### src/rtl/muldiv_hilo_unit.sv
// muldiv_hilo_unit
//   Iterative multiply / divide engine for the EX stage with its own HI/LO
//   registers. Handles MULT/MULTU, DIV/DIVU, MADD(U)/MSUB(U) accumulation into
//   {HI,LO}, and MTHI/MTLO writes. EX pulses start for one cycle and stalls
//   while busy is high; done pulses in the cycle the new HI/LO become visible.
//   WIDTH must be even and >= 8; MUL_STEP must divide WIDTH.
//
// Ports
//   clk, rst      clock, asynchronous active-high reset
//   start, op     request strobe and opcode (sampled only when idle)
//   rs, rt        operand A / operand B, captured at the start edge
//   flush         abort the in-flight op, HI/LO untouched; beats start
//   busy, done    handshake: op in progress / one-cycle completion pulse
//   hi_out,lo_out HI and LO registers
module muldiv_hilo_unit #(
    parameter int WIDTH    = 32,
    parameter int MUL_STEP = 4
) (
    input  logic             clk,
    input  logic             rst,
    input  logic             start,
    input  logic [3:0]       op,
    input  logic [WIDTH-1:0] rs,
    input  logic [WIDTH-1:0] rt,
    input  logic             flush,
    output logic             busy,
    output logic             done,
    output logic [WIDTH-1:0] hi_out,
    output logic [WIDTH-1:0] lo_out
);
    localparam int CW = $clog2(WIDTH);
    localparam logic [CW-1:0] MUL_LAST = CW'(WIDTH / MUL_STEP - 1);
    localparam logic [CW-1:0] DIV_LAST = CW'(WIDTH - 1);

    localparam logic [3:0] OP_MULT  = 4'd1, OP_MULTU = 4'd2;
    localparam logic [3:0] OP_DIV   = 4'd3, OP_DIVU  = 4'd4;
    localparam logic [3:0] OP_MADD  = 4'd5, OP_MADDU = 4'd6;
    localparam logic [3:0] OP_MSUB  = 4'd7, OP_MSUBU = 4'd8;
    localparam logic [3:0] OP_MTHI  = 4'd9, OP_MTLO  = 4'd10;

    typedef enum logic [1:0] {S_IDLE, S_MUL, S_DIV, S_FIX} state_t;
    state_t state, state_d;

    logic [3:0]         op_r;
    logic               neg_res;   // negate product / quotient in FIX
    logic               neg_rem;   // negate remainder (dividend was negative)
    logic [CW-1:0]      cnt;
    // MUL: acc = product so far, mcand = shifted multiplicand, mplier = bits left.
    // DIV: acc = {remainder, dividend/quotient shift register}, mplier = divisor.
    logic [2*WIDTH-1:0] acc, mcand;
    logic [WIDTH-1:0]   mplier;

    // ---------------- request decode / operand conditioning ----------------
    logic             op_mul, op_div, accept, rs_neg, rt_neg;
    logic [WIDTH-1:0] a_mag, b_mag;

    assign op_mul = op inside {OP_MULT, OP_MULTU, OP_MADD, OP_MADDU, OP_MSUB, OP_MSUBU};
    assign op_div = op inside {OP_DIV, OP_DIVU};
    assign accept = start && !flush && (state == S_IDLE);
    // Odd opcodes in 1..8 are the signed variants.
    assign rs_neg = op[0] && rs[WIDTH-1];
    assign rt_neg = op[0] && rt[WIDTH-1];
    assign a_mag  = rs_neg ? -rs : rs;
    assign b_mag  = rt_neg ? -rt : rt;

    // ---------------- FSM ----------------
    always_ff @(posedge clk or posedge rst) begin
        if (rst) state <= S_IDLE;
        else     state <= state_d;
    end

    always_comb begin
        state_d = state;
        case (state)
            S_IDLE: begin
                if (accept && op_mul)      state_d = S_MUL;
                else if (accept && op_div) state_d = S_DIV;
            end
            S_MUL:   if (cnt == MUL_LAST) state_d = S_FIX;
            S_DIV:   if (cnt == DIV_LAST) state_d = S_FIX;
            S_FIX:   state_d = S_IDLE;
            default: state_d = S_IDLE;
        endcase
        if (flush) state_d = S_IDLE;
    end

    assign busy = (state != S_IDLE);

    // ---------------- multiply step: MUL_STEP shift-adds per cycle ----------------
    logic [2*WIDTH-1:0] mul_next;
    always_comb begin
        mul_next = acc;
        for (int i = 0; i < MUL_STEP; i++)
            if (mplier[i]) mul_next = mul_next + (mcand << i);
    end

    // ---------------- divide step: one restoring radix-2 iteration ----------------
    logic [WIDTH:0]     rem_sh, diff;
    logic [2*WIDTH-1:0] div_next;
    always_comb begin
        rem_sh = {acc[2*WIDTH-1:WIDTH], acc[WIDTH-1]};
        diff   = rem_sh - {1'b0, mplier};
        // diff[WIDTH] set means the trial subtraction went negative: restore.
        if (diff[WIDTH]) div_next = {rem_sh[WIDTH-1:0], acc[WIDTH-2:0], 1'b0};
        else             div_next = {diff[WIDTH-1:0],   acc[WIDTH-2:0], 1'b1};
    end

    // ---------------- FIX: sign correction and accumulation ----------------
    logic [WIDTH-1:0]   quo, rem;
    logic [2*WIDTH-1:0] prod, hilo, fix_res;
    always_comb begin
        quo  = neg_res ? -acc[WIDTH-1:0] : acc[WIDTH-1:0];
        rem  = neg_rem ? -acc[2*WIDTH-1:WIDTH] : acc[2*WIDTH-1:WIDTH];
        prod = neg_res ? -acc : acc;
        hilo = {hi_out, lo_out};
        case (op_r)
            OP_MADD, OP_MADDU: fix_res = hilo + prod;
            OP_MSUB, OP_MSUBU: fix_res = hilo - prod;
            OP_DIV,  OP_DIVU:  fix_res = {rem, quo};
            default:           fix_res = prod;
        endcase
    end

    // ---------------- datapath registers ----------------
    always_ff @(posedge clk or posedge rst) begin
        if (rst) begin
            done    <= 1'b0;
            hi_out  <= '0;
            lo_out  <= '0;
            op_r    <= '0;
            neg_res <= 1'b0;
            neg_rem <= 1'b0;
            cnt     <= '0;
            acc     <= '0;
            mcand   <= '0;
            mplier  <= '0;
        end else begin
            done <= 1'b0;
            case (state)
                S_IDLE: if (accept) begin
                    if (op == OP_MTHI) hi_out <= rs;
                    if (op == OP_MTLO) lo_out <= rs;
                    if (op_mul || op_div) begin
                        op_r    <= op;
                        // Divide by zero keeps the quotient positive so LO reads
                        // all ones regardless of the dividend's sign.
                        neg_res <= (rs_neg ^ rt_neg) && !(op_div && rt == '0);
                        neg_rem <= rs_neg;
                        cnt     <= '0;
                        mplier  <= b_mag;
                        mcand   <= {{WIDTH{1'b0}}, a_mag};
                        acc     <= op_div ? {{WIDTH{1'b0}}, a_mag} : '0;
                    end
                end
                S_MUL: begin
                    acc    <= mul_next;
                    mcand  <= mcand << MUL_STEP;
                    mplier <= mplier >> MUL_STEP;
                    cnt    <= cnt + CW'(1);
                end
                S_DIV: begin
                    acc <= div_next;
                    cnt <= cnt + CW'(1);
                end
                S_FIX: if (!flush) begin
                    hi_out <= fix_res[2*WIDTH-1:WIDTH];
                    lo_out <= fix_res[WIDTH-1:0];
                    done   <= 1'b1;
                end
                default: ;
            endcase
        end
    end
endmodule

### config.mk
export PLATFORM = sky130hd
export DESIGN_NAME = muldiv_hilo_unit
export DESIGN_NICKNAME = d
export VERILOG_FILES = /design/src/rtl/muldiv_hilo_unit.sv
export SDC_FILE = /design/constraint.sdc
export NUM_CORES = 2
export LEC_CHECK = 0
export ABC_AREA = 1
export CAP_MARGIN = 0
export CORE_MARGIN = 1
export CORE_UTILIZATION = 25
export CTS_BUF_LIST = sky130_fd_sc_hd__clkbuf_4
export CTS_CLUSTER_SIZE = 8
export DETAILED_ROUTE_END_ITERATION = 8
export GPL_TIMING_DRIVEN = 0
export PLACE_DENSITY = 0.39
export SLEW_MARGIN = 5
export SYNTH_ARGS = -nofsm -noshare
export SYNTH_HDL_FRONTEND = slang
export SYNTH_SLANG_ARGS = --single-unit
export TNS_END_PERCENT = 5
### constraint.sdc
create_clock -name clk -period 11.3 [get_ports clk]
set_clock_uncertainty 0.1 [all_clocks]
set_input_delay 1.695 -clock clk [delete_from_list [all_inputs] [get_ports clk]]
set_output_delay 1.695 -clock clk [all_outputs]
set_load 0.02 [all_outputs]
==> results.toml <==
[outcome]
violations = "capacitance limit, setup timing"
outcome = "complete, but fails checks"

[layout]
final_common_cell = "nand2_1"
final_cells = 10647
area_growth_syn_to_layout_pct = 12.02
layout_common_cells = "nand2_1 (2198), inv_1 (1053), nor2_1 (1032)"
final_util_pct = 28.30
fillers = 20777
drive_gt1_share_pct = 3.760
finalInstanceArea_um2 = 50070
layout.nets = 8683

[critical_path]
critical_path_class = "flop to flop"
crit_buf_inv = 6
cpMostUsedCell = "nand2_1"
critPathLaunchType = "flop"
slowest_delay_ps = 680
end_kind = "flop"
crit_slowest_cell = "a21boi_0"
critical_path_required_ps = 12060
critPathTopFamily = "simple AND/OR/NAND/NOR gates"
cp.arrival_ps = 12080
cp_max_fo = 6

[place]
dpl_worst_slack_ps = 24.54
place_area_um2 = 49070
port-buffer-count = 137
place_congestion = 1.041
dpl.cell_count = 10510
hpwlAfterDp_mm = 249.8

[timing]
max_freq_mhz = 88.32
min_period_ps = 11320
drv_slew = 0
period_share_pct = 100.2
setup_slack_ps = -22.75
whs_ps = 403.5
timing.slew.headroom_pct = 1.827
setup_tns_ps = -22.75
tightest_slew_ps = 1473
final-setup-viol-count = 1
hold_viol = 0

[clocking]
cts_tree = "yes"
path_clk_slew_ps = 60
clock_latency_ps = 1020
clkSinkCount = 238
cts_root_buffer = "clkbuf_4"
ctsLongestPathBuffers = 3
numCtsBuffers = 74
htree_levels = 3

[die]
io_pins = 138
die_w_um = 424.8
fp.dieArea_um2 = 180500
start_util_pct = 25.27
rows = 154
die-height_um = 424.8
design.core.area_um2 = 176900

[synthesis]
ys_ff_latch = 238
synth_compound_area_share_pct = 21.92
ys_warn_count = 0
seq_area_frac_synth_pct = 13.33
synthXorXnorAreaFrac_pct = 5.409
synth_adder_area_share_pct = 10.32
ys.flop_type = "dfrtp_1"
syn_area_per_cell_um2 = 5.565
netlist-cell-type-count = 64
syn_area_um2 = 44690
synth-async-reset-ratio_pct = 100.0
syn_inst = 8031
synthMuxAreaShare_pct = 0
synth_top_family_by_area = "simple AND/OR/NAND/NOR gates"
synth_simple_gate_area_share_pct = 38.11
synth_edf_count = 0
synthesis.nets = 8468

[pwr]
swShare_pct = 67.33
total_power_mw = 19.47
power_density_nw_per_um2 = 388.8
pwr-share-seq_pct = 8.8
p_sw_mw = 13.11
p_leak_nw = 24.38
comb_power_share_pct = 86.3
pwr-share-clk_pct = 4.9
vdd_ir_drop_max_uv = 140.5
p_int_mw = 6.360

[routing]
drc = 0
wl_per_cell_um = 26.85
num_vias = 57439
ant_nets = 0
totalWireLength_mm = 285.9
dr.pass1.iters = 6
via_per_inst = 5.395
drt_iter0_drc = 6219

[global_routing]
antenna_found_initial = 12
grt_max_degree = 109
grt_pass1_vias = 52132
grt_use_total_pct = 30.39
gr-total-overflow = 0
grt_pass1_wl_mm = 390.5

[hold_path]
min_path_type = "flop to flop"

[run]
cap_violations = 1
[cells in the mapped netlist (5+ instances only)]
cell type | instances | area share, %
a211oi_1 | 7 | 0.12
a21boi_0 | 24 | 0.40
a21o_1 | 29 | 0.49
a21oi_1 | 666 | 7.5
a221oi_1 | 11 | 0.22
a22oi_1 | 13 | 0.22
a31oi_1 | 99 | 1.4
and2_1 | 19 | 0.27
and3_1 | 5 | 0.070
buf_1 | 34 | 0.29
buf_2 | 29 | 0.32
clkbuf_1 | 140 | 1.2
clkinv_1 | 6 | 0.050
dfrtp_1 | 238 | 13
fa_1 | 6 | 0.27
ha_1 | 359 | 10
inv_1 | 1054 | 8.9
inv_2 | 14 | 0.12
nand2_1 | 2198 | 18
nand2_2 | 19 | 0.27
nand2_4 | 5 | 0.13
nand3_1 | 531 | 5.9
nand3_2 | 6 | 0.13
nand3b_1 | 27 | 0.45
nand4_1 | 58 | 0.81
nor2_1 | 1032 | 8.7
nor2_2 | 13 | 0.18
nor2_4 | 10 | 0.25
nor3_1 | 78 | 0.87
nor4_1 | 34 | 0.48
o2111ai_1 | 7 | 0.14
o211ai_1 | 74 | 1.2
o21a_1 | 27 | 0.45
o21ai_0 | 661 | 7.4
o21ai_1 | 9 | 0.10
o21bai_1 | 34 | 0.57
o221ai_1 | 20 | 0.39
o22ai_1 | 53 | 0.74
o31ai_1 | 11 | 0.18
or2_2 | 60 | 0.84
xnor2_1 | 75 | 1.5
xor2_1 | 201 | 3.9
[tightest hold or removal path, cell delays in order, from the launching register on]
cell and delay, ps:
dfrtp_1 340, nand2_1 50, o21ai_0 70
[what timing repair did]
item	4_1_cts	5_1_grt
hold buffers	0	0
setup endpoints to repair	6	28
gates cloned	0	0
gates resized for setup	2	28
buffers inserted	0	0
hold endpoints to repair	0	0
[worst paths after layout]
check                      slack, ps                      to  cells after the start                   start
max in group asynchronous       8540     acc[61]$_DFFE_PP0P_                      4                     rst
min in group asynchronous        960          done$_DFF_PP0_                      2                     rst
hold / removal                   400  mplier[29]$_DFFE_PP0P_                      2  mplier[29]$_DFFE_PP0P_
setup / recovery                 -20     acc[60]$_DFFE_PP0P_                     47   mcand[21]$_DFFE_PP0P_
setup reg to reg                 -20     acc[60]$_DFFE_PP0P_                     47   mcand[21]$_DFFE_PP0P_
hold reg to reg                  400  mplier[29]$_DFFE_PP0P_                      2  mplier[29]$_DFFE_PP0P_
[per-layer routing]
layer	share of wire, %	vias to the layer above	wire length (um)	global-route usage (%)
met1	45	27558	127300	42.12
met2	44	2569	124600	47.48
met3	7.6	380	21600	4.088
met4	4.3	6	12390	11.43
li1	-	26926	-	-
met5	0.016	-	47	0
[cell families after synthesis]
kind of cell | after synthesis
buffers and inverters | 1282
and+or+nand+nor | 4105
AOI/OAI and AO/OA | 1765
DFF | 238
xor gates and xnor gates | 276
adders and majority gates | 365
[layout make-up]
class	instances	area, um^2	area share, %
diodes	10	25.02	0.04998
flip-flops and latches	238	5956	11.90
clock inverters	27	148.9	0.2974
multi-input cells	6511	33940	67.80
plain buffers	208	849.6	1.697
well taps	2340	2928	5.848
repair buffers	139	1426	2.849
inverters	1074	4039	8.067
clock buffers	100	750.7	1.499
[state kept, by name, indices dropped and copies added (netlist names)]
name,flops
lo_out,32
op_r,4
state,2
neg_rem,1
done,1
mplier,32
neg_res,1
hi_out,32
acc,64
cnt,5
mcand,64
[power groups by stage]
stage / clock network (mW) / logic (mW) / registers (mW)
final: 0.948 / 16.8 / 1.72
after global routing: 0.999 / 18.1 / 1.72
after CTS: 0.965 / 16.3 / 1.71
after detailed placement: 0 / 16.2 / 1.72
after global placement: 0 / 16.2 / 1.73
after floorplan: 0 / 10.4 / 1.53
(Power assumes the default switching activity.)
